<file path="src/rtl/veryrisc_mem_responder.sv">
// VeryRISC memory-side bus responder.
// Holds a 2^ADDR_W x DATA_W word store and answers rd / wr+data_e strobes
// one access at a time, after WAIT_STATES wait cycles, raising ready on
// completion. A preload port writes the store while the bus is idle.
module veryrisc_mem_responder #(
   parameter int ADDR_W      = 5,
   parameter int DATA_W      = 8,
   parameter int WAIT_STATES = 1
) (
   input  logic              clk,
   input  logic              rst_n,
   input  logic [ADDR_W-1:0] addr,
   input  logic              rd,
   input  logic              wr,
   input  logic              data_e,
   input  logic [DATA_W-1:0] data_in,
   output logic [DATA_W-1:0] data_out,
   output logic              ready,
   output logic              busy,
   output logic              err,
   input  logic              prog_we,
   input  logic [ADDR_W-1:0] prog_addr,
   input  logic [DATA_W-1:0] prog_data
);

   localparam logic [1:0] S_IDLE = 2'd0;
   localparam logic [1:0] S_WAIT = 2'd1;
   localparam logic [1:0] S_DONE = 2'd2;

   localparam logic OP_READ  = 1'b0;
   localparam logic OP_WRITE = 1'b1;

   localparam int         DEPTH   = 1 << ADDR_W;
   localparam logic [3:0] WS_LOAD = 4'(WAIT_STATES);

   logic [DATA_W-1:0] mem [DEPTH];

   logic [1:0]        state;
   logic [3:0]        cnt;
   logic [ADDR_W-1:0] addr_q;
   logic [DATA_W-1:0] data_q;
   logic              op_q;

   logic rd_req;
   logic wr_req;
   logic viol;
   logic op_strobe;
   logic finish;
   logic commit_wr;
   logic prog_wr;

   // Request decode: legal requests and protocol violations are only looked at in IDLE.
   always_comb begin
      rd_req    = (state == S_IDLE) && rd && !wr;
      wr_req    = (state == S_IDLE) && wr && !rd && data_e;
      viol      = (state == S_IDLE) && ((rd && wr) || (wr && !data_e));
      op_strobe = (op_q == OP_WRITE) ? wr : rd;
      finish    = (state == S_WAIT) && op_strobe && (cnt == 4'd0);
      commit_wr = finish && (op_q == OP_WRITE);
      prog_wr   = (state == S_IDLE) && prog_we;
   end

   assign busy = (state != S_IDLE);

   // Capture address, write data and operation when a legal request is accepted.
   always_ff @(posedge clk) begin
      if (rd_req || wr_req) begin
         addr_q <= addr;
         data_q <= data_in;
         op_q   <= wr_req ? OP_WRITE : OP_READ;
      end
   end

   // Word store: bus write commits on DONE entry; preload only while idle (never both at once).
   always_ff @(posedge clk) begin
      if (commit_wr) begin
         mem[addr_q] <= data_q;
      end else if (prog_wr) begin
         mem[prog_addr] <= prog_data;
      end
   end

   // Access FSM: IDLE -> WAIT (count down) -> DONE (hold ready while strobe stays high).
   always_ff @(posedge clk or negedge rst_n) begin
      if (!rst_n) begin
         state    <= S_IDLE;
         cnt      <= 4'd0;
         ready    <= 1'b0;
         err      <= 1'b0;
         data_out <= '0;
      end else begin
         err <= 1'b0;
         case (state)
            S_IDLE: begin
               ready <= 1'b0;
               // A persisting violation pulses err on alternate cycles.
               err   <= viol && !err;
               if (rd_req || wr_req) begin
                  state <= S_WAIT;
                  cnt   <= WS_LOAD;
               end
            end
            S_WAIT: begin
               if (!op_strobe) begin
                  // Strobe dropped early: abandon the access, nothing committed.
                  state <= S_IDLE;
                  cnt   <= 4'd0;
               end else if (cnt == 4'd0) begin
                  state <= S_DONE;
                  ready <= 1'b1;
                  if (op_q == OP_READ) begin
                     data_out <= mem[addr_q];
                  end
               end else begin
                  cnt <= cnt - 4'd1;
               end
            end
            S_DONE: begin
               if (!op_strobe) begin
                  state <= S_IDLE;
                  ready <= 1'b0;
               end
            end
            default: begin
               state <= S_IDLE;
               ready <= 1'b0;
               cnt   <= 4'd0;
            end
         endcase
      end
   end

endmodule
</file>
<file path="config.mk">
export PLATFORM = sky130hd
export DESIGN_NAME = veryrisc_mem_responder
export DESIGN_NICKNAME = d
export VERILOG_FILES = /design/src/rtl/veryrisc_mem_responder.sv
export SDC_FILE = /design/constraint.sdc
export NUM_CORES = 1
export LEC_CHECK = 0
export ABC_AREA = 1
export BUFFER_PORTS_ARGS = -buffer_cell sky130_fd_sc_hd__buf_2
export CAP_MARGIN = 20
export CORE_MARGIN = 2
export CORE_UTILIZATION = 65
export CTS_BUF_LIST = sky130_fd_sc_hd__clkbuf_4 sky130_fd_sc_hd__clkbuf_8 sky130_fd_sc_hd__clkbuf_16
export CTS_CLUSTER_SIZE = 12
export DETAILED_ROUTE_END_ITERATION = 8
export PLACE_DENSITY = 0.84
export SLEW_MARGIN = 10
export SYNTH_ARGS = -nofsm -noshare
export SYNTH_HDL_FRONTEND = slang
export SYNTH_SLANG_ARGS = --single-unit
export TNS_END_PERCENT = 10
</file>
<file path="constraint.sdc">
create_clock -name clk -period 4.3 [get_ports clk]
set_clock_uncertainty 0.2 [all_clocks]
set_input_delay 0 -clock clk [delete_from_list [all_inputs] [get_ports clk]]
set_output_delay 0 -clock clk [all_outputs]
set_load 0.05 [all_outputs]
</file>
; ---- Word level (Yosys, flattened, before mapping)
; Memory sizes are Yosys's and may differ from the RTL's. A register that Yosys moved wholly into a read port is not among the register bits.
; Index checks and enable logic that the tools add are counted.
; W data, S select, Z words.
[classes]
add_sub_neg = 1
eq_ne = 8
mux = 24
bitwise_logic = 2
reduce_logical = 28
[ops]
columns = operator, count
row1 = $logic_and A1 B1 Y1, 13
row2 = $mux W1, 12
row3 = $mux W4, 3
row4 = $pmux W4 S3, 1
row5 = $reduce_and A3 Y1, 3
row6 = $mux W2, 4
row7 = $mux W8, 1
row8 = $reduce_or A8 Y1, 1
row9 = $pmux W2 S3, 1
row10 = $logic_not A1 Y1, 5
row11 = $mux W5, 1
row12 = $logic_not A4 Y1, 1
row13 = $ne A2 B1 Y1 const B, 2
row14 = $ne A2 B2 Y1 const B, 2
row15 = $reduce_and A4 Y1, 1
row16 = $sub A4 B1 Y4 const B, 1
row17 = $ne A3 B2 Y1 const B, 1
row18 = $ne A3 B3 Y1 const B, 1
row19 = $eq A2 B1 Y1 const B, 1
row20 = $eq A2 B2 Y1 const B, 1
row21 = $logic_not A2 Y1, 1
row22 = $logic_or A1 B1 Y1, 2
row23 = $not A1 Y1, 2
row24 = $pmux W1 S2, 1
row25 = $reduce_bool A2 Y1, 1
[word_totals]
regBits = 22
ramBits = 256
in_bits = 32
out_inout_bits = 11
word_cells = 71
n_memories = 1
[mem_list]
columns = memory, words, width, read_ports, rd_clocked_by_memory_dff, write_ports, line_no
row1 = mem, 32, 8, 1, 1, 1, 36  ; logic [DATA_W-1:0] mem [DEPTH];

; ---- Depth between registers and ports, before layout
[logic_depth]
word_depth = 8
depth_mapped = 12
ltp_nobuf = 9

; ---- Worst setup path before layout
; No wires, ideal clock.
[synth_path]
kind = reg-to-reg
start = register state[1]
end = memory mem[4][0] (enable)
setup_time_ns = 0.370
arrival_time_ns = 1.599
required_time_ns = 3.730
slack_ns = 2.131
stages_incl_launch_ff = 9
n_path_buf = 1
period_less_slack_ns = 2.169
path_cell_list = dfrtp_1 > nor2_4 > nand2_4 > buf_6 > o21ai_4 > inv_2 > nor2_4 > nand2_2 > nor2_1
[synth_between]
elab_chain_len = 8
elab_cells_between_ends = 14
cone_classes = eq/ne (1) / mux (7) / reduce/logical (6)
[synth_lines]
columns = item, line_no
row1 = "start, declared", 38  ; logic [1:0] state;
row2 = "start signal, assigned", 86  ; state <= S_IDLE;
row3 = "start signal, assigned", 99  ; state <= S_WAIT;
row4 = "start signal, assigned", 106  ; state <= S_IDLE;
row5 = $eq A2 B1 Y1, 58  ; finish = (state == S_WAIT) && op_strobe && (cnt == 4'd0);
row6 = $logic_and A1 B1 Y1 (2 in a row), 58
row7 = $logic_and A1 B1 Y1, 59  ; commit_wr = finish && (op_q == OP_WRITE);
row8 = $mux W1, 76  ; if (commit_wr) begin
row9 = $mux W1 (implied by the code), 79  ; mem[prog_addr] <= prog_data;
row10 = $reduce_or A8 Y1 (no line), -
row11 = $mux W5 (no line) or $mux W1 (tied branches), -
row12 = "end, declared", 36
; Several ways; a longest one is shown, not always the timed one.

==> results.sh <==
export IMPL_status="finished, final reports clean"
export IMPL_r2r_cells=9
export IMPL_yosysWarnings=0
export IMPL_drc=0
export IMPL_synth_edf_count=270
export IMPL_grt_start_max_net_pins=114
export IMPL_grt_pass1_vias=8615
export IMPL_synth_common_cells="439 x nand2_1, 270 x edfxtp_1, 165 x nand3_1"
export IMPL_cpPeakStageDelay_ns=0.75
export IMPL_cp_required_ns=4.53
export IMPL_overflow=0
export IMPL_finish_net_count=1246
export IMPL_cts_tree="done"
export IMPL_fmax_ghz=0.3291
export IMPL_via_per_inst=6.005
export IMPL_ys_types=33
export IMPL_whs_path_depth=2
export IMPL_critical_path_cell_chain="buf_4, buf_4, nand2_1, nand3_1, nand3_1, nand3_1, nand3_1, nand3_1, nand2_1"
export IMPL_post_route_period_util=0.7066
export IMPL_num_antenna_cells=0
export IMPL_critPathSlowestCell="buf_4"
export IMPL_netlist_area_leader_share=0.6592
export IMPL_crit_arrival_ns=3.27
export IMPL_p_leak_nw=5.635
export IMPL_post_place_ws_ns=1.407
export IMPL_postLayoutCoreUtil=0.7371
export IMPL_vdd_ir_drop_max_mv=0.4272
export IMPL_firstDrtPassIters=6
export IMPL_rrSetupSlack_ns=1.26
export IMPL_grt_usage=0.3074
export IMPL_dieArea_um2=20040
export IMPL_core_um2=18640
export IMPL_synth_top_area_cell="edfxtp_1"
export IMPL_syn_area_um2=12300
export IMPL_hpwl_mm=16.65
export IMPL_power_density_nw_per_um2=559.9
export IMPL_die_height_um=141.6
export IMPL_finalPower_mw=7.694
export IMPL_fin_area_um2=13740
export IMPL_clk_latency_ns=0.54
export IMPL_drt_initial_drc_count=1085
export IMPL_crit_type="reg -> reg"
export IMPL_rsz0062_at_grt="no"
export IMPL_ys_ff_latch=286
export IMPL_cap_violations=0
export IMPL_routedWlPerCell_um=20.47
export IMPL_worstSetupEndpointType="flip-flop"
export IMPL_dp_cells=1385
export IMPL_final_cells=1461
export IMPL_drtAntennaViolNets=0
export IMPL_syn_instance_count=1156
export IMPL_hold_slack_ns=0.01774
export IMPL_hold_class="in -> reg"
export IMPL_crit_family="buffers and inverters"
export IMPL_placed_cell_area_um2=12590
export IMPL_synth_area_leaders="edfxtp_1 66%, nand2_1 13%, nand3_1 6.7%"
export IMPL_cts_resized=0
export IMPL_relSlewSlack=0.4026
export IMPL_port_buffers=42
export IMPL_wl_mm=29.91
export IMPL_syn_num_nets=1189
export IMPL_ios=43
export IMPL_htreeDepth=1
export IMPL_tns_ns=0
export IMPL_finalSetupViolCount=0
export IMPL_path_depth=9
export IMPL_die_w_um=141.6
export IMPL_setup_ws_ns=1.262
export IMPL_area_growth_pct=11.73
export IMPL_antenna_found_initial=0
export IMPL_initial_core_util=0.6597
export IMPL_cpMostUsedCell="nand3_1"
export IMPL_avgSynthCellArea_um2=10.64
export IMPL_ys_dominant_reg_cell="edfxtp_1"
export IMPL_cts_made_buffers=28
export IMPL_cts_root_buf="clkbuf_16"
export IMPL_ys_async_sr_fraction=0.05594
export IMPL_crit_fanout=76
export IMPL_dr_total_vias=8774
export IMPL_synth_most_common_cell="nand2_1"
export IMPL_cts_sinks=286
export IMPL_hold_viol_final=0
export IMPL_worst_pin_slew_ns=0.8929
export IMPL_path_clk_slew_ns=0.06
export IMPL_finalCriticalPeriod_ns=3.038
export IMPL_crit_buf_inv=2
export IMPL_rows=50
export IMPL_clock_path_buffers=3
export IMPL_report_final_slew_viol_count=0
export IMPL_crit_path_start_kind="flip-flop"
export IMPL_grt_pass1_wl_mm=46.40
export IMPL_gp_congestion=0.9084
export IMPL_ys_seq_area_frac=0.6918
export IMPL_drive_gt1_frac=0.1043
[registers in the layout, summed over array words and instances (netlist names)]
register,count
op_q,1
data_out,8
cnt,4
ready,1
state,2
mem,256
data_q,8
addr_q,5
err,1
[timing repair]
| item | in CTS | in global routing |
|---|---|---|
| setup buffers | 0 | 0 |
| hold buffers | 32 | 0 |
| endpoints found under the setup margin | 0 | 0 |
| hold endpoints to repair | 38 | 0 |
[cells by family after synthesis]
kind of cell / Yosys count / share of synthesized area
DFF: 286 / 0.6918
muxes: 8 / 0.007325
buffers and inverters: 167 / 0.05737
and+or+nand+nor: 668 / 0.2286
xor gates and xnor gates: 1 / 0.0007122
AOI/OAI and AO/OA: 25 / 0.01323
adders and majority gates: 1 / 0.001017
[report_power, final]
part           internal, mW  leakage, nW  switching (mW)
registers              3.48         2.64           0.122
clock network          1.31        0.422           0.965
logic                 0.420         2.57            1.40
total                  5.21         5.64            2.49
[cells in the final DEF (no fill, tap or decap), types with 6 or more instances in the layout]
cell,count
nor2_1,43
inv_1,106
buf_4,6
nand2_1,439
o21ai_1,6
dlygate4sd3_1,32
nand2_2,6
clkbuf_4,11
buf_2,42
nand3_1,165
o21ai_0,7
clkbuf_16,29
edfxtp_1,270
mux2_2,8
dfrtp_1,16
[per-layer routing]
layer	part of all wire	GRT usage
met1	0.38	0.4192
met2	0.48	0.4931
met3	0.098	0.05164
met4	0.046	0.1426
met5	0	0
[worst paths after layout]
| kind | from | end |
|---|---|---|
| worst max-delay path | addr_q[0] | data_out[6] |
| worst min-delay path | addr[2] | addr_q[2] |
| worst max register to register | addr_q[0] | data_out[6] |
| worst min register to register | cnt[0] | cnt[0] |
| max in group asynchronous | rst_n | state[0] |
| min in group asynchronous | rst_n | cnt[3] |
[final cells by class]
type                       instances  area (um2)
clock buffer                      41       822.0
clock inverter                     3       12.51
fill                            1178        4901
inverter                         113       425.4
multi-input combinational        703        3085
sequential                       286        8508
tap                              234       292.8
timing repair buffer              81       595.6
Note: power is estimated with default switching activity, not from simulation.
